<file path="src/rtl/botoes_condicionador.sv">
// Button conditioner: 2-flop synchroniser, debounce filter and multi-press rejection,
// producing one-hot held levels plus single-cycle jogada/multipla pulses.
module botoes_condicionador #(
    parameter int DEBOUNCE_CICLOS = 20,
    parameter int N_BOTOES        = 4
) (
    input  logic                clockFPGA,
    input  logic                reset,
    input  logic [N_BOTOES-1:0] botoes_in,
    input  logic                habilita,
    output logic [N_BOTOES-1:0] botoes_out,
    output logic                jogada,
    output logic                multipla,
    output logic [1:0]          db_estado
);

    localparam int CW = $clog2(DEBOUNCE_CICLOS + 1);
    localparam logic [CW-1:0] CNT_UM     = CW'(1);
    localparam logic [CW-1:0] CNT_ACEITA = CW'(DEBOUNCE_CICLOS - 1);
    localparam logic [CW-1:0] CNT_SOLTA  = CW'(DEBOUNCE_CICLOS);

    typedef enum logic [1:0] {
        OCIOSO      = 2'd0,
        FILTRA      = 2'd1,
        PRESSIONADO = 2'd2,
        SOLTA       = 2'd3
    } estado_t;

    estado_t             estado;
    logic [N_BOTOES-1:0] s1, s2, cand;
    logic [CW-1:0]       cnt;

    assign db_estado = estado;

    always_ff @(posedge clockFPGA) begin
        if (reset) begin
            s1         <= '0;
            s2         <= '0;
            cand       <= '0;
            cnt        <= '0;
            estado     <= OCIOSO;
            botoes_out <= '0;
            jogada     <= 1'b0;
            multipla   <= 1'b0;
        end else begin
            s1       <= botoes_in;
            s2       <= s1;
            jogada   <= 1'b0;
            multipla <= 1'b0;
            if (!habilita) begin
                estado     <= SOLTA;
                cnt        <= '0;
                botoes_out <= '0;
            end else begin
                case (estado)
                    OCIOSO: begin
                        if (s2 != '0) begin
                            cand   <= s2;
                            cnt    <= '0;
                            estado <= FILTRA;
                        end
                    end
                    FILTRA: begin
                        if (s2 != cand) begin
                            if (s2 == '0) begin
                                estado <= OCIOSO;
                            end else begin
                                cand <= s2;
                                cnt  <= '0;
                            end
                        end else if (cnt < CNT_ACEITA) begin
                            cnt <= cnt + CNT_UM;
                        end else begin
                            cnt <= '0;
                            if ($onehot(cand)) begin
                                estado     <= PRESSIONADO;
                                botoes_out <= cand;
                                jogada     <= 1'b1;
                            end else begin
                                estado   <= SOLTA;
                                multipla <= 1'b1;
                            end
                        end
                    end
                    // Release needs D+1 consecutive zero samples, mirroring press acceptance.
                    PRESSIONADO, SOLTA: begin
                        if (s2 != '0) begin
                            cnt <= '0;
                        end else if (cnt == CNT_SOLTA) begin
                            estado     <= OCIOSO;
                            botoes_out <= '0;
                            cnt        <= '0;
                        end else begin
                            cnt <= cnt + CNT_UM;
                        end
                    end
                    default: estado <= OCIOSO;
                endcase
            end
        end
    end

endmodule

</file>
<file path="config.mk">
export PLATFORM = sky130hd
export DESIGN_NAME = botoes_condicionador
export DESIGN_NICKNAME = d
export VERILOG_FILES = /design/src/rtl/botoes_condicionador.sv
export SDC_FILE = /design/constraint.sdc
export NUM_CORES = 1
export LEC_CHECK = 0
export BUFFER_PORTS_ARGS = -buffer_cell sky130_fd_sc_hd__buf_2
export CELL_PAD_IN_SITES_DETAIL_PLACEMENT = 2
export CELL_PAD_IN_SITES_GLOBAL_PLACEMENT = 2
export CORE_MARGIN = 2
export CORE_UTILIZATION = 39
export CTS_BUF_LIST = sky130_fd_sc_hd__clkbuf_4 sky130_fd_sc_hd__clkbuf_8
export DETAILED_ROUTE_END_ITERATION = 6
export PLACE_DENSITY = 0.95
export SYNTH_ARGS = -nofsm -noshare
export SYNTH_HDL_FRONTEND = slang
export SYNTH_SLANG_ARGS = --single-unit
</file>
<file path="constraint.sdc">
create_clock -name clockFPGA -period 5.15 [get_ports clockFPGA]
set_clock_uncertainty 0.15 [all_clocks]
set_input_delay 1.03 -clock clockFPGA [delete_from_list [all_inputs] [get_ports clockFPGA]]
set_output_delay 1.03 -clock clockFPGA [all_outputs]
set_load 0.005 [all_outputs]
</file>
==> metrics.md <==
| Metric | Value |
|---|---|
| Final period util | `57.8%` |
| Synth cell count leaders | `dfxtp_1, nor2b_1, inv_1, a21oi_1, nor2_1` |
| Sw frac | `28.5%` |
| Worst skew pair latency | `0.33 ns` |
| CP startpoint kind | `flop` |
| Routability cong. | `0.789` |
| Slew @ Worst Pin | `0.781 ns` |
| Worst Hold Launch | `s1[2]$_SDFF_PP0_` |
| WL met1 | `1410 microns` |
| Sequential cell area | `500 sq um` |
| Critical path peak fanout | `8` |
| Crit path max-delay cell type | `fa_1` |
| Placed insts | `162` |
| Final min period | `2.98 ns` |
| Share of cells above drive strength 1 | `19.3%` |
| Sequential power share | `60.0%` |
| Post-synth top area share | `43.2%` |
| Fraction of registers with async set/reset | `0%` |
| 1st-iter DRT viols | `25` |
| Hold buffers post-CTS | `0` |
| Avg Synthesized Cell Area | `9.64 sq um` |
| Final hold violation count | `0` |
| Highest Signal Layer | `met4` |
| Reg2reg start | `cand[0]$_SDFFE_PP0P_` |
| Status | `finished, final reports clean` |
| Endpoints failing setup | `0` |
| Clock Path Buffers | `2` |
| Worst slew margin | `47.6%` |
| Final nets | `148` |
| Core Box Area | `2780 sq um` |
| DR vias/cell | `5.87` |
| Total gr overflow | `0` |
| Syn Nets | `132` |
| Routed wl met3 | `127 microns` |
| Die width | `58.5 microns` |
| Sw Pwr | `0.0000975 W` |
| Drt total wl | `2990 microns` |
| Layout fillers | `301` |
| Clock sinks | `25` |
| Residual DRC | `0` |
| Pin count of the biggest net entering global routing | `17` |
| Setup bufs post-CTS | `0` |
| # rows | `19` |
| Finished Cell Area | `1280 sq um` |
| Antenna diodes | `0` |
| Cell taking the most area after synthesis | `dfxtp_1` |
| Mapped Area | `1160 sq um` |
| Data required time at the worst endpoint | `5.27 ns` |
| Max cap viols | `0` |
| Hold_ws | `0.315 ns` |
| CP Buf/Inv Count | `2` |
| P_int | `0.000245 W` |
| CP startpoint | `cand[0]$_SDFFE_PP0P_` |
| Area after detailed placement | `1250 sq um` |
| Kind of end point of the critical path | `flop` |
| Die area | `3420 sq um` |
| Combinational power share | `12.0%` |
| Multi-input logic area | `611 sq um` |
| Routed via count | `974` |
| Clock transition at path regs | `0.15 ns` |
| PwrDens | `267 nW/um^2` |
| Initial antenna violation count | `0` |
| Clk pwr share | `27.9%` |
| Largest cells by area after synthesis | `dfxtp_1, nor2b_1, ha_1` |
| Post-cts repair resize count | `0` |
| Number of global-route vias before repair | `1011` |
| Mapped Cells | `120` |
| Met2 WL | `1380 microns` |
| Peak supply drop | `0.138 mV` |
| DRT Pass-1 Iters | `4` |
| Area Growth Syn to Fin | `10.6%` |
| Hold Path Class | `reg -> reg` |
| Ports | `15` |
| F_max | `0.336 GHz` |
| Sequential cell area fraction in the yosys report | `43.2%` |
| Cts bufs inserted | `3` |
| Drt wl/cell | `18.0 microns` |
| CTS tree | `yes` |
| Final ANT Viol Nets | `0` |
| CP Cell Sequence | `inv_1 -> fa_1 -> inv_1 -> ha_1 -> ha_1 -> nor3b_1 -> and3_2 -> o21ai_2 -> or4_1 -> a21oi_1` |
| Setup TNS | `0 ns` |
| EDFF count, synth | `0` |
| Yosys cell types | `38` |
| Leak pwr | `0.541 nW` |
| Initial Utilization | `41.6%` |
| Largest stage delay on the critical path | `0.55 ns` |
| RSZ-0062 raised after global routing | `no` |
| DP HPWL | `2230 microns` |
| Synthesis-stage register bit count | `25` |
| CP arrival | `3.10 ns` |
| Slew Limit Fails | `0` |
| Root Driver | `clkbuf_4` |
| Yosys Warn Count | `0` |
| Crit Path Class | `reg -> reg` |
| Port Buffers | `14` |
| CP delay by family, top | `adder cells` |
| First-pass GRT wire length | `4930 microns` |
| Most common cell in the netlist | `dfxtp_1` |
| Final cell count without fillers | `166` |
| H-tree depth | `1` |
| Ys flop type | `dfxtp_1` |
| GRT Total Usage | `19.5%` |
| DIE HEIGHT | `58.5 microns` |
==> per-layer routing <==
metal / global-route usage (%) / vias up
met3: 2.20 / 7
met2: 30.8 / 30
li1: - / 462
met5: 0 / -
met4: 9.30 / 0
met1: 26.4 / 475
==> path summary, 6_finish.rpt <==
kind | endpoint | slack, ns | cells past startpoint
worst max register to register | botoes_out[0]$_SDFFE_PP0P_ | 2.17 | 10
worst min-delay path | s2[2]$_SDFF_PP0_ | 0.31 | 1
worst min register to register | s2[2]$_SDFF_PP0_ | 0.31 | 1
worst max-delay path | botoes_out[0]$_SDFFE_PP0P_ | 2.17 | 10
==> worst reg2reg max path: cells and delay by family, from the launching register on <==
family	cells	cell delay [ns]
flops	1	0.40
compound gates	2	0.28
buf+inv	2	0.14
simple gates	3	0.93
fa+ha+maj	3	1.01
==> state kept, by name, indices dropped and copies added, names as in the netlist <==
signal      count
s2              4
jogada          1
cand            4
db_estado       2
cnt             5
botoes_out      4
multipla        1
s1              4
==> layout make-up <==
type | count | share of cell area, %
Sequential cell | 25 | 39.1
Timing Repair Buffer | 14 | 5.47
Inverter | 8 | 2.35
Multi-Input combinational cell | 84 | 47.7
Tap cell | 31 | 3.03
Clock buffer | 3 | 1.76
Clock inverter | 1 | 0.587
==> power by group through the flow <==
stage	Combinational, W	Clock (W)	Sequential (W)
2_1_floorplan	0.0000288	0	0.000207
3_3_place_gp	0.0000380	0	0.000209
3_5_place_dp	0.0000405	0	0.000210
4_1_cts	0.0000413	0.0000982	0.000206
5_1_grt	0.0000455	0.000105	0.000207
6_report	0.0000412	0.0000955	0.000205
==> metrics by stage <==
stage | setup slack, ns | power, W | util [%]
6_report | 2.17 | 0.000342 | 46.0
5_1_grt | 1.97 | 0.000358 | 46.0
4_1_cts | 2.16 | 0.000345 | 46.0
3_5_place_dp | 2.20 | 0.000250 | 44.9
3_3_place_gp | 2.38 | 0.000247 | 44.9
2_1_floorplan | 2.47 | 0.000236 | -
==> layout by cell type (no fill, tap or decap), drive strengths merged, types with 4 or more instances in the layout <==
cell	instances
ha	4
a21oi	7
dfxtp	25
inv	8
buf	14
o21ai	5
nor2b	10
xor2	4
and3	4
mux2i	4
nand2	4
or4	5
nor2	7
==> cell families (layout without fill, tap and decap cells) <==
family / Yosys count / in the layout / synth area share [%]
xor+xnor: 4 / 4 / 3.03
buf+inv: 11 / 26 / 4.00
flops: 25 / 25 / 43.2
compound gates: 26 / 26 / 15.7
fa+ha+maj: 5 / 5 / 6.05
simple gates: 45 / 45 / 24.5
mux: 4 / 4 / 3.46
No activity file was read; power rests on OpenSTA's default activity.
